`src/rtl/fifo_wr_arbiter.sv`:
```
// Round-robin arbiter sharing one FIFO write port among NREQ requesters, bursts capped at BURST_MAX words.
// Optional statistics counters are enabled with the FIFO_WR_ARB_STATS_EN macro.
module fifo_wr_arbiter #(
    parameter int NREQ      = 4,
    parameter int DW        = 32,
    parameter int BURST_MAX = 4
) (
    input  logic                 wr_clk,
    input  logic                 rst_n,
    input  logic [NREQ-1:0]      req,
    input  logic [NREQ*DW-1:0]   req_data,
    output logic [NREQ-1:0]      req_ack,
    output logic [NREQ-1:0]      grant,
    output logic                 busy,
    output logic                 fifo_wr,
    output logic                 fifo_en,
    output logic [DW-1:0]        fifo_data,
    input  logic                 fifo_full
`ifdef FIFO_WR_ARB_STATS_EN
    ,
    output logic [NREQ*16-1:0]   stat_words,
    output logic [15:0]          stat_stall
`endif
);

    localparam int LW = $clog2(NREQ);
    localparam int BW = $clog2(BURST_MAX + 1);

    typedef enum logic {IDLE, BURST} state_t;

    state_t          state_reg, state_next;
    logic [NREQ-1:0] grant_reg, grant_next;
    logic [LW-1:0]   last_reg, last_next;
    logic [BW-1:0]   beat_reg, beat_next;
    logic            fifo_en_reg;

    logic [DW-1:0]   word [NREQ];
    logic            own_req;
    logic            write;
    logic            found;
    logic [LW-1:0]   winner;
    logic [LW:0]     cand_sum;

    generate
        for (genvar gi = 0; gi < NREQ; gi++) begin : g_word
            assign word[gi] = req_data[gi*DW +: DW];
        end
    endgenerate

    // While in BURST the owner index is always last_reg, since last is loaded with the winner.
    assign own_req = req[last_reg];
    assign write   = (state_reg == BURST) && own_req && !fifo_full;

    always_comb begin
        found    = 1'b0;
        winner   = last_reg;
        cand_sum = '0;
        for (int i = 1; i <= NREQ; i++) begin
            cand_sum = {1'b0, last_reg} + (LW+1)'(i);
            if (cand_sum >= (LW+1)'(NREQ)) begin
                cand_sum = cand_sum - (LW+1)'(NREQ);
            end
            if (!found && req[cand_sum[LW-1:0]]) begin
                found  = 1'b1;
                winner = cand_sum[LW-1:0];
            end
        end
    end

    always_comb begin
        state_next = state_reg;
        grant_next = grant_reg;
        last_next  = last_reg;
        beat_next  = beat_reg;
        case (state_reg)
            IDLE: begin
                if (found) begin
                    state_next = BURST;
                    grant_next = NREQ'(1) << winner;
                    last_next  = winner;
                    beat_next  = '0;
                end else begin
                    grant_next = '0;
                end
            end
            BURST: begin
                if (!own_req) begin
                    state_next = IDLE;
                    grant_next = '0;
                end else if (write) begin
                    beat_next = beat_reg + 1'b1;
                    if (beat_reg == BW'(BURST_MAX - 1)) begin
                        state_next = IDLE;
                        grant_next = '0;
                    end
                end
            end
        endcase
    end

    always_ff @(posedge wr_clk or negedge rst_n) begin
        if (!rst_n) begin
            state_reg   <= IDLE;
            grant_reg   <= '0;
            last_reg    <= LW'(NREQ - 1);
            beat_reg    <= '0;
            fifo_en_reg <= 1'b0;
        end else begin
            state_reg   <= state_next;
            grant_reg   <= grant_next;
            last_reg    <= last_next;
            beat_reg    <= beat_next;
            fifo_en_reg <= 1'b1;
        end
    end

    assign req_ack   = write ? grant_reg : '0;
    assign fifo_wr   = write;
    assign fifo_data = write ? word[last_reg] : '0;
    assign grant     = grant_reg;
    assign busy      = (state_reg == BURST);
    assign fifo_en   = fifo_en_reg;

`ifdef FIFO_WR_ARB_STATS_EN
    logic [15:0] stall_reg;

    generate
        for (genvar gi = 0; gi < NREQ; gi++) begin : g_stat
            logic [15:0] cnt_reg;
            always_ff @(posedge wr_clk or negedge rst_n) begin
                if (!rst_n) begin
                    cnt_reg <= '0;
                end else if (req_ack[gi] && cnt_reg != 16'hFFFF) begin
                    cnt_reg <= cnt_reg + 16'd1;
                end
            end
            assign stat_words[gi*16 +: 16] = cnt_reg;
        end
    endgenerate

    always_ff @(posedge wr_clk or negedge rst_n) begin
        if (!rst_n) begin
            stall_reg <= '0;
        end else if (state_reg == BURST && own_req && fifo_full && stall_reg != 16'hFFFF) begin
            stall_reg <= stall_reg + 16'd1;
        end
    end

    assign stat_stall = stall_reg;
`endif

endmodule

```
`config.mk`:
```
export PLATFORM = sky130hd
export DESIGN_NAME = fifo_wr_arbiter
export DESIGN_NICKNAME = d
export VERILOG_FILES = /design/src/rtl/fifo_wr_arbiter.sv
export SDC_FILE = /design/constraint.sdc
export NUM_CORES = 1
export LEC_CHECK = 0
export CAP_MARGIN = 20
export CORE_MARGIN = 8
export CORE_UTILIZATION = 28
export DETAILED_ROUTE_END_ITERATION = 8
export PLACE_DENSITY = 0.89
export SLEW_MARGIN = 15
export SYNTH_ARGS = -nofsm -noshare
export SYNTH_HDL_FRONTEND = slang
export SYNTH_SLANG_ARGS = --single-unit
```
`constraint.sdc`:
```
create_clock -name wr_clk -period 2.4 [get_ports wr_clk]
set_input_delay 0.48 -clock wr_clk [delete_from_list [all_inputs] [get_ports wr_clk]]
set_output_delay 0.48 -clock wr_clk [all_outputs]
set_load 0.01 [all_outputs]
```
* After elaboration in Yosys (flattened, before gate mapping)
Index checks and enable logic that the tools add are counted.
** Storage, ports and cells
- Output and inout port bits :: 43
- Input port bits :: 135
- Register bits :: 11
** Operators by class
- Muxes and demuxes :: 41
- Reduce and logical (&&, ||, !) cells :: 12
- Order comparisons :: 10
- $add $sub $neg :: 9
- Shifts and indexed selects :: 1
- Equal/unequal tests :: 6
- Bitwise gates (word level) :: 2
** Operators with widths (count)
- $mux W32 :: 3
- $bmux W32 S2 :: 1
- $mux W4 :: 5
- $mux W2 :: 8
- $ge A3 B3 Y1 const B :: 5
- $lt A2 B3 Y1 const B :: 5
- $mux W1 :: 13
- $bmux W1 S2 :: 5
- $mux W3 :: 3
- $pmux W4 S2 :: 1
- $sub A2 B1 Y2 const B :: 4
- $add A2 B2 Y3 const B :: 2
- $ne A3 B2 Y1 const B :: 2
- $pmux W3 S2 :: 1
- $logic_and A1 B1 Y1 :: 5
- $logic_not A1 Y1 :: 4
- $ne A2 B1 Y1 const B :: 2
- $reduce_and A2 Y1 :: 2
- $shl A1 B2 Y4 const A :: 1
- $add A2 B1 Y3 const B :: 1
- $add A2 B3 Y3 const B :: 1
- $add A3 B1 Y3 const B :: 1
- $eq A3 B2 Y1 const B :: 1
- $not A2 Y3 :: 1
- 4 further kinds :: 4

* Longest topological paths before layout
Gate-level depths: netlist of run 1.
- Word-level depth :: 18
- Mapped depth :: 6
- Gate-level depth less buffers :: 6

* Least setup slack after synthesis of run 1
Ideal clock, no wire load.
- Kind :: register to output
- Start point :: register last_reg[0]
- End point :: output port fifo_data[0]
- Cell stages (with the launch flop) :: 5
- Slack :: 350 ps
- Data arrival time :: 1570 ps
- Path buffers :: 2
- Path through :: dfstp_2 -> buf_4 -> buf_4 -> mux4_2 -> nor2b_1
** Between the ends
- Cells in the longest elaborated chain, start to end :: 5
** Ends and longest elaborated chain
- from (decl) :: line 33 : logic [LW-1:0] last_reg, last_next;
- from (signal assigned) :: line 105 : last_reg <= LW'(NREQ - 1);
- from (signal assigned) :: line 111 : last_reg <= last_next;
- $not A2 Y3 (not written as such) or $bmux W1 S2 (tied branches) :: line 119, 51
- $bmux W32 S2 or $mux W1 (tied branches) :: line 119, 51
- $mux W32 (not written as such) or $logic_and A1 B1 Y1 (tied branches) (2 in a row) :: line 119, 52
- $mux W32 (*) :: line 119 : assign fifo_data = write ? word[last_reg] : '0;
- to (decl) :: line 17 : output logic [DW-1:0] fifo_data,
Every way passes the cells marked *; elsewhere a longest branch is shown, timed or not. The select of a mux whose other input is x is not followed.

* Final worst setup path of run 1
- Start point :: register last_reg[0]
- End point :: output port fifo_data[4]
Same word-level chain as after synthesis.

==> results.toml, run 1 <==
[place]
place_area_sq_um = 3480
routabilityCongestion = 0.780
io_buffers = 177
dpl.hpwl_um = 6950
place_ws_ns = -0.575

[grt]
grt_max_degree = 41
grt_pass1_wl_um = 12300
antenna_found_initial = 0
grt_overflow = 0
grtUsageTotal = 0.189
grt_pass1_vias = 2056

[clock_network]
clk_pin_slew_ns = 0.05
numCtsBuffers = 3
cts_buffer_depth = 2
h-tree-depth = 1
cts.sinks = 11
cts_tree = "yes"
clock_latency_ns = 0.24
root_buffer = "clkbuf_8"
cts.hold.buffers_added = 0

[timing]
rsz0062_at_grt = "yes"
fin_ws_ns = -0.0643
min_period_ns = 2.46
maxSlewViolCount = 0
fin_crit_sh = 1.03
fmax_ghz = 0.406
skew_ns = 0.00308
hold_viol_final = 0
fin_hold_ws_ns = 0.498
setup_viol = 32

[setup_path]
cpMaxStageDelayCell = "dfstp_2"
rrSetupSlack_ns = 0.19
reg2reg_from = "last_reg[0]$_DFFE_PN1P_"
cp_cell_sequence = "mux4_2, nand3b_1, buf_6, buf_6, clkbuf_16, nor2b_1, buf_2"
critPathBufInv = 4
crit_required_ns = 1.92
critPathLaunchType = "register"
cpMostUsedCell = "buf_6"
worstPathArrival_ns = 1.98
ff2ff_path_depth = 10
crit_type = "register to output pin"
cp_slowest_stage_delay_ns = 0.54
rr_endpoint = "beat_reg[0]$_DFFE_PN0P_"
crit_family = "flip-flops"
crit_path_max_fanout = 6
cp-end-kind = "output pin"

[die]
die_w_um = 91.2
dieArea_sq_um = 8310
design.core.area_sq_um = 5470
start_util = 0.289
pin_count = 178
rows = 27
die_h_um = 91.2

[cells_and_area]
largest_reg_flops = 4
layout_commonest_cell = "clkdlybuf4s50_1"
area_growth_pct = 131
final_nets = 461
n_antenna_cell = 0
layout_common_cells = "clkdlybuf4s50_1 (136), mux4_2 (33), buf_2 (26)"
drive_above_1_share = 0.344
postLayoutCellArea_sq_um = 3650

[yosys]
synth_area_sq_um = 1580
synth-seq-cells = 11
ys_seq_area_frac = 0.176
synth_edf_count = 0
yosys.area.top_type_share = 0.470
async_reset_ff_frac = 1.00
synth_cell_type_count = 31
synth_cells = 134
synth.avg_cell_area_sq_um = 11.8
yosysWarnings = 0
synth_area_leader_cell = "mux4_2"
synthesis.nets = 271
ys_top_cells_by_area = "mux4_2 (47%), dfrtp_1 (14%), nor2b_1 (13%), dfstp_2 (3.3%), buf_4 (2.4%)"
ys.flop_type = "dfrtp_1"

[route]
postRouteWirelength_um = 8610
ant_nets = 0
routedWlPerCell_um = 21.8
vias = 1950
first_pass_iters = 4
drc = 0
drt-initial-drc-count = 53
viasPerCell = 4.94

[status]
run_status = "finished, violations left"
violations = "setup timing"

[hold_path]
hold_path_depth = 2
hold_class = "register to register"
holdPathEnd = "beat_reg[2]$_DFFE_PN0P_"
min_from = "beat_reg[2]$_DFFE_PN0P_"

[power_and_ir_drop]
p_total_mw = 2.83
max-vdd-ir-drop_v = 0.000632
p_per_area_nw_per_um2 = 774
p_leak_nw = 1.51

[flow_run]
drv_cap = 0
==> cell families (layout without fill, tap and decap cells) <==
| family | Yosys count | after routing | share of synthesized area |
|---|---|---|---|
| AO/OA/AOI/OAI | 13 | 13 | 0.0593 |
| XOR/XNOR | 1 | 1 | 0.00554 |
| adder cells (fa/ha/maj) | 2 | 2 | 0.0158 |
| buffers and inverters | 16 | 205 | 0.0554 |
| flip-flops | 11 | 11 | 0.176 |
| multiplexers | 34 | 34 | 0.476 |
| other | 1 | 1 | 0.00237 |
| AND/OR/NAND/NOR | 56 | 56 | 0.210 |
==> routing by layer <==
metal,share of wire,vias up,track usage
met5,0,-,0
li1,-,897,-
met2,0.55,95,0.368
met4,0.014,0,0.0314
met1,0.36,950,0.203
met3,0.076,8,0.0444
==> Yosys cell counts, types with 2 or more instances <==
library cell,instances
ha_1,2
or2_2,2
buf_2,6
nand2_1,4
nor2_1,4
o21ai_0,3
dfstp_2,2
nand3_1,2
a21oi_1,3
dfrtp_1,9
nand2b_1,2
and2_1,4
inv_1,4
a22o_1,2
buf_4,5
mux4_2,33
nor2b_1,33
==> worst min-delay path: cells and delay by family, from the launching register on <==
kind,cells,cell delay [ns]
simple gates,1,0.06
compound gates,1,0.06
flops,1,0.34
==> power by group <==
part	internal, mW	switching [mW]
registers	0.270	0.0693
logic	1.42	0.882
clock network	0.114	0.0694
total	1.81	1.02
==> layout make-up <==
type | instances | area, sq um
Timing Repair Buffer | 197 | 1940
Tap cell | 72 | 90.1
Inverter | 4 | 17.5
Clock buffer | 3 | 41.3
Multi-Input combinational cell | 107 | 1280
Sequential cell | 11 | 278
Clock inverter | 1 | 5.00
Fill cell | 421 | 1820
==> metrics by stage <==
step / util / setup TNS, ns / instances
after global placement: 0.635 / -17.61 / 380
after CTS: 0.634 / -1.34 / 391
final: 0.667 / -1.28 / 395
after detailed placement: 0.635 / -19.14 / 380
after floorplan: - / 0 / 134
after global routing: 0.667 / -3.47 / 395
==> worst max-delay path by stage <==
| stage | start | end | slack [ns] | cells past startpoint |
|---|---|---|---|---|
| after global routing | last_reg[0]$_DFFE_PN1P_ | fifo_data[4] | -0.14 | 7 |
| after floorplan | last_reg[0]$_DFFE_PN1P_ | fifo_data[0] | 0.35 | 4 |
| after global placement | req[3] | req_ack[1] | -0.51 | 6 |
| final | last_reg[0]$_DFFE_PN1P_ | fifo_data[4] | -0.06 | 7 |
| after CTS | last_reg[0]$_DFFE_PN1P_ | fifo_data[8] | -0.11 | 5 |
| after detailed placement | req[3] | req_ack[1] | -0.57 | 6 |
==> timing repair <==
item                       4_1_cts  5_1_grt
gates cloned                     2        2
gates resized for setup        152       33
buffers inserted                 5        2
setup endpoints to repair       37       37
Note: power is estimated with default switching activity, not from simulation.
==> run 2: changes to the inputs <==
- CAP_MARGIN: 20 -> default
- PLACE_DENSITY: 0.89 -> 0.92
==> results.toml, run 2 (same netlist as run 1, synthesis figures left out) <==
[clock_network]
cts.hold.buffers_added = 0
root_buffer = "clkbuf_8"
h-tree-depth = 1
clock_latency_ns = 0.23
cts_buffer_depth = 2
numCtsBuffers = 3
clk_pin_slew_ns = 0.05
cts_tree = "yes"
cts.sinks = 11

[route]
viasPerCell = 5.17
postRouteWirelength_um = 9240
vias = 2062
first_pass_iters = 4
ant_nets = 0
drt-initial-drc-count = 67
routedWlPerCell_um = 23.2
drc = 0

[status]
violations = "setup timing"
run_status = "finished, violations left"

[hold_path]
hold_class = "register to register"

[place]
dpl.hpwl_um = 7050
routabilityCongestion = 0.775
io_buffers = 177

[timing]
min_period_ns = 2.48
fin_crit_sh = 1.03
setup_viol = 36
fmax_ghz = 0.404
skew_ns = 0.00256
rsz0062_at_grt = "yes"
hold_viol_final = 0
fin_hold_ws_ns = 0.497
maxSlewViolCount = 0
fin_ws_ns = -0.0766

[setup_path]
rrSetupSlack_ns = 0.27
worstPathArrival_ns = 2.00
crit_path_max_fanout = 7
cp_slowest_stage_delay_ns = 0.55
critPathLaunchType = "register"
crit_required_ns = 1.92
cp_cell_sequence = "buf_4, clkbuf_16, mux4_2, nor2b_1, buf_2"
cp-end-kind = "output pin"
crit_type = "register to output pin"
cpMaxStageDelayCell = "dfstp_2"
critPathBufInv = 3
crit_family = "buffers and inverters"

[grt]
antenna_found_initial = 0
grt_pass1_wl_um = 13300
grtUsageTotal = 0.205
grt_overflow = 0
grt_pass1_vias = 2233
grt_max_degree = 38

[power_and_ir_drop]
p_leak_nw = 1.55
p_seq_frac = 0.110
combinationalPowerShare = 0.830
p_per_area_nw_per_um2 = 809
p_int_mw = 1.93
p_clk_frac = 0.060
p_sw_frac = 0.361
p_switching_mw = 1.09
max-vdd-ir-drop_v = 0.000603

[cells_and_area]
fin_util = 0.683
layout_commonest_cell = "clkdlybuf4s50_1"
drive_above_1_share = 0.367
largest_reg_flops = 4
area_growth_pct = 136
layout_common_cells = "clkdlybuf4s50_1 (136), mux4_2 (33), buf_2 (25)"
final_nets = 465
n_antenna_cell = 0

[die]
rows = 27
die_w_um = 91.2
start_util = 0.289
dieArea_sq_um = 8310
design.core.area_sq_um = 5470
pin_count = 178
die_h_um = 91.2

[flow_run]
drv_cap = 0
[run 2: cell count changes in the layout (fill, tap and decap cells not counted), moves of 2 or more]
cell / delta
nor2b_1: -5
buf_4: +2
buf_6: +2
nor2b_2: +4
buf_12: -3
buf_16: +4
[run 2: cell type report]
cell class                 count  area (sq um)
timing repair buffer         201          2010
fill                         408          1740
multi-input combinational    107          1290
sequential                    11           278
tap                           72          90.1
clock buffer                   4          45.0
inverter                       4          20.0
[run 2: routing by layer]
metal	part of all wire	vias up	global-route usage
met3	0.075	18	0.0494
met2	0.55	111	0.405
li1	-	908	-
met1	0.34	1025	0.206
met5	0	-	0
met4	0.027	0	0.0518
[run 2: per-stage QoR]
| stage | cell area, sq um | power (mW) | setup WS, ns | instances | TNS [ns] |
|---|---|---|---|---|---|
| 2_1_floorplan | 1580 | 1.60 | 0.350 | 134 | 0 |
| 3_3_place_gp | 3510 | 2.41 | -0.467 | 384 | -15.94 |
| 3_5_place_dp | 3510 | 2.46 | -0.522 | 384 | -17.08 |
| 4_1_cts | 3590 | 2.86 | -0.0842 | 399 | -1.62 |
| 5_1_grt | 3740 | 3.20 | -0.161 | 399 | -4.35 |
| 6_report | 3740 | 3.02 | -0.0766 | 399 | -1.34 |
[run 2: path summary, 6_finish.rpt]
| check | start | to | depth (start not counted) |
|---|---|---|---|
| min in group asynchronous | rst_n | grant[0]$_DFFE_PN0P_ | 1 |
| hold reg to reg | beat_reg[2]$_DFFE_PN0P_ | beat_reg[2]$_DFFE_PN0P_ | 2 |
| setup / recovery | last_reg[0]$_DFFE_PN1P_ | fifo_data[29] | 5 |
| setup reg to reg | last_reg[0]$_DFFE_PN1P_ | beat_reg[0]$_DFFE_PN0P_ | 8 |
| max in group asynchronous | rst_n | last_reg[0]$_DFFE_PN1P_ | 1 |
| hold / removal | beat_reg[2]$_DFFE_PN0P_ | beat_reg[2]$_DFFE_PN0P_ | 2 |
[run 2: what timing repair did]
item,CTS,global route
gates resized for setup,165,39
pin swaps,1,1
endpoints found under the setup margin,37,37
buffers inserted,6,2
gates cloned,5,1
[run 2: worst min-delay path: stages, from the launching register on]
cell and delay (ns):
dfrtp_1 0.34, nand3_1 0.06, o21ai_0 0.06
[run 2: power by group through the flow]
stage,registers (mW),logic (mW),clock network [mW]
after floorplan,0.340,1.26,0
after global placement,0.334,2.07,0
after detailed placement,0.341,2.12,0
after CTS,0.333,2.34,0.183
after global routing,0.343,2.66,0.195
final,0.334,2.51,0.180
==> run 3: changes to the inputs <==
- MAX_ROUTING_LAYER: default -> met4
==> results.toml, run 3 (same netlist as run 1, synthesis figures left out) <==
[timing]
skew_ns = 0.00245
rsz0062_at_grt = "yes"
min_period_ns = 2.48
maxSlewViolCount = 0
fin_crit_sh = 1.03
hold_viol_final = 0
fin_ws_ns = -0.0784
setup_viol = 36
fmax_ghz = 0.403
fin_hold_ws_ns = 0.497

[setup_path]
cp_cell_sequence = "buf_4, buf_16, mux4_2, nor2b_1, buf_2"
crit_type = "register to output pin"
crit_family = "flip-flops"
crit_path_max_fanout = 7
critPathBufInv = 3
cpMaxStageDelayCell = "dfstp_2"
cp-end-kind = "output pin"
cp_slowest_stage_delay_ns = 0.55
crit_required_ns = 1.92
worstPathArrival_ns = 2.00
cp_num_cells = 5
critPathLaunchType = "register"
ff2ff_path_depth = 8

[clock_network]
h-tree-depth = 1
cts.sinks = 11
root_buffer = "clkbuf_8"
clock_latency_ns = 0.23
numCtsBuffers = 3
cts_tree = "yes"
clk_pin_slew_ns = 0.05
cts_buffer_depth = 2

[die]
rows = 27
die_w_um = 91.2
pin_count = 178
dieArea_sq_um = 8310
die_h_um = 91.2
design.core.area_sq_um = 5470
start_util = 0.289

[route]
drc = 0
first_pass_iters = 4
routedWlPerCell_um = 23.2
postRouteWirelength_um = 9250
vias = 2063
drt-initial-drc-count = 56
ant_nets = 0
viasPerCell = 5.17

[grt]
grt_max_degree = 38
antenna_found_initial = 0
grt_pass1_vias = 2234
grtUsageTotal = 0.211
grt_overflow = 0
grt_pass1_wl_um = 13400

[place]
io_buffers = 177
routabilityCongestion = 0.786
place_ws_ns = -0.522
dpl.hpwl_um = 7050
dp.cells = 384
place_area_sq_um = 3510

[power_and_ir_drop]
p_per_area_nw_per_um2 = 808
max-vdd-ir-drop_v = 0.000603
p_leak_nw = 1.55

[status]
run_status = "finished, violations left"
violations = "setup timing"

[hold_path]
hold_class = "register to register"
hold_path_depth = 2

[cells_and_area]
layout_commonest_cell = "clkdlybuf4s50_1"
postLayoutCellArea_sq_um = 3730
layout.cells.non_filler = 399
n_antenna_cell = 0
layout_common_cells = "clkdlybuf4s50_1 (136), mux4_2 (33), buf_2 (25)"
largest_reg_flops = 4
drive_above_1_share = 0.364
fill_cells = 411
final_nets = 465
area_growth_pct = 136

[flow_run]
drv_cap = 0
-- run 3: cell types whose count changed in the layout (fill, tap and decap cells not counted) --
cell	previous run	this run
nor2b_2	6	5
nor2b_1	20	21
-- run 3: timing repair --
| action | 4_1_cts | 5_1_grt |
|---|---|---|
| pin swaps | 1 | 1 |
| endpoints found under the setup margin | 37 | 37 |
| resized for setup | 165 | 38 |
| cloned | 5 | 1 |
| endpoints found under the hold margin | 0 | 0 |
| setup buffers | 6 | 2 |
| hold buffers | 0 | 0 |
-- run 3: cell type report --
| type | count | area [sq um] | area share |
|---|---|---|---|
| clock buffer | 4 | 45.0 | 0.0121 |
| inverter | 4 | 20.0 | 0.00536 |
| multi-input combinational | 107 | 1290 | 0.346 |
| sequential | 11 | 278 | 0.0744 |
| tap | 72 | 90.1 | 0.0241 |
| timing repair buffer | 201 | 2010 | 0.538 |
-- run 3: worst paths after layout --
check	start	end	slack, ns
worst max-delay path	last_reg[0]$_DFFE_PN1P_	fifo_data[28]	-0.08
worst min-delay path	beat_reg[2]$_DFFE_PN0P_	beat_reg[2]$_DFFE_PN0P_	0.50
worst max register to register	last_reg[0]$_DFFE_PN1P_	beat_reg[0]$_DFFE_PN0P_	0.27
worst min register to register	beat_reg[2]$_DFFE_PN0P_	beat_reg[2]$_DFFE_PN0P_	0.50
max in group asynchronous	rst_n	last_reg[0]$_DFFE_PN1P_	1.47
min in group asynchronous	rst_n	grant[0]$_DFFE_PN0P_	0.58
-- run 3: power by group --
group	leakage [nW]	internal [mW]	switching [mW]
Combinational	1.38	1.54	0.962
Clock	0.0228	0.116	0.0639
Sequential	0.139	0.271	0.0624
-- run 3: metrics by stage --
stage / power, mW / TNS [ns] / utilization
global placement: 2.41 / -15.94 / 0.641
finish: 3.02 / -1.32 / 0.682
floorplan: 1.60 / 0 / -
CTS: 2.86 / -1.62 / 0.656
detailed placement: 2.46 / -17.08 / 0.641
global route: 3.19 / -4.34 / 0.682
-- run 3: worst min-delay path: stages (launching register included) --
cell and delay (ns):
dfrtp_1 0.34, nand3_1 0.06, o21ai_0 0.06
-- run 3: per-layer routing --
| layer | vias up | GRT usage | share of wire |
|---|---|---|---|
| met3 | 18 | 0.0379 | 0.065 |
| met5 | - | - | 0 |
| li1 | 907 | - | - |
| met1 | 1027 | 0.214 | 0.35 |
| met4 | 0 | 0.0477 | 0.026 |
| met2 | 111 | 0.406 | 0.56 |
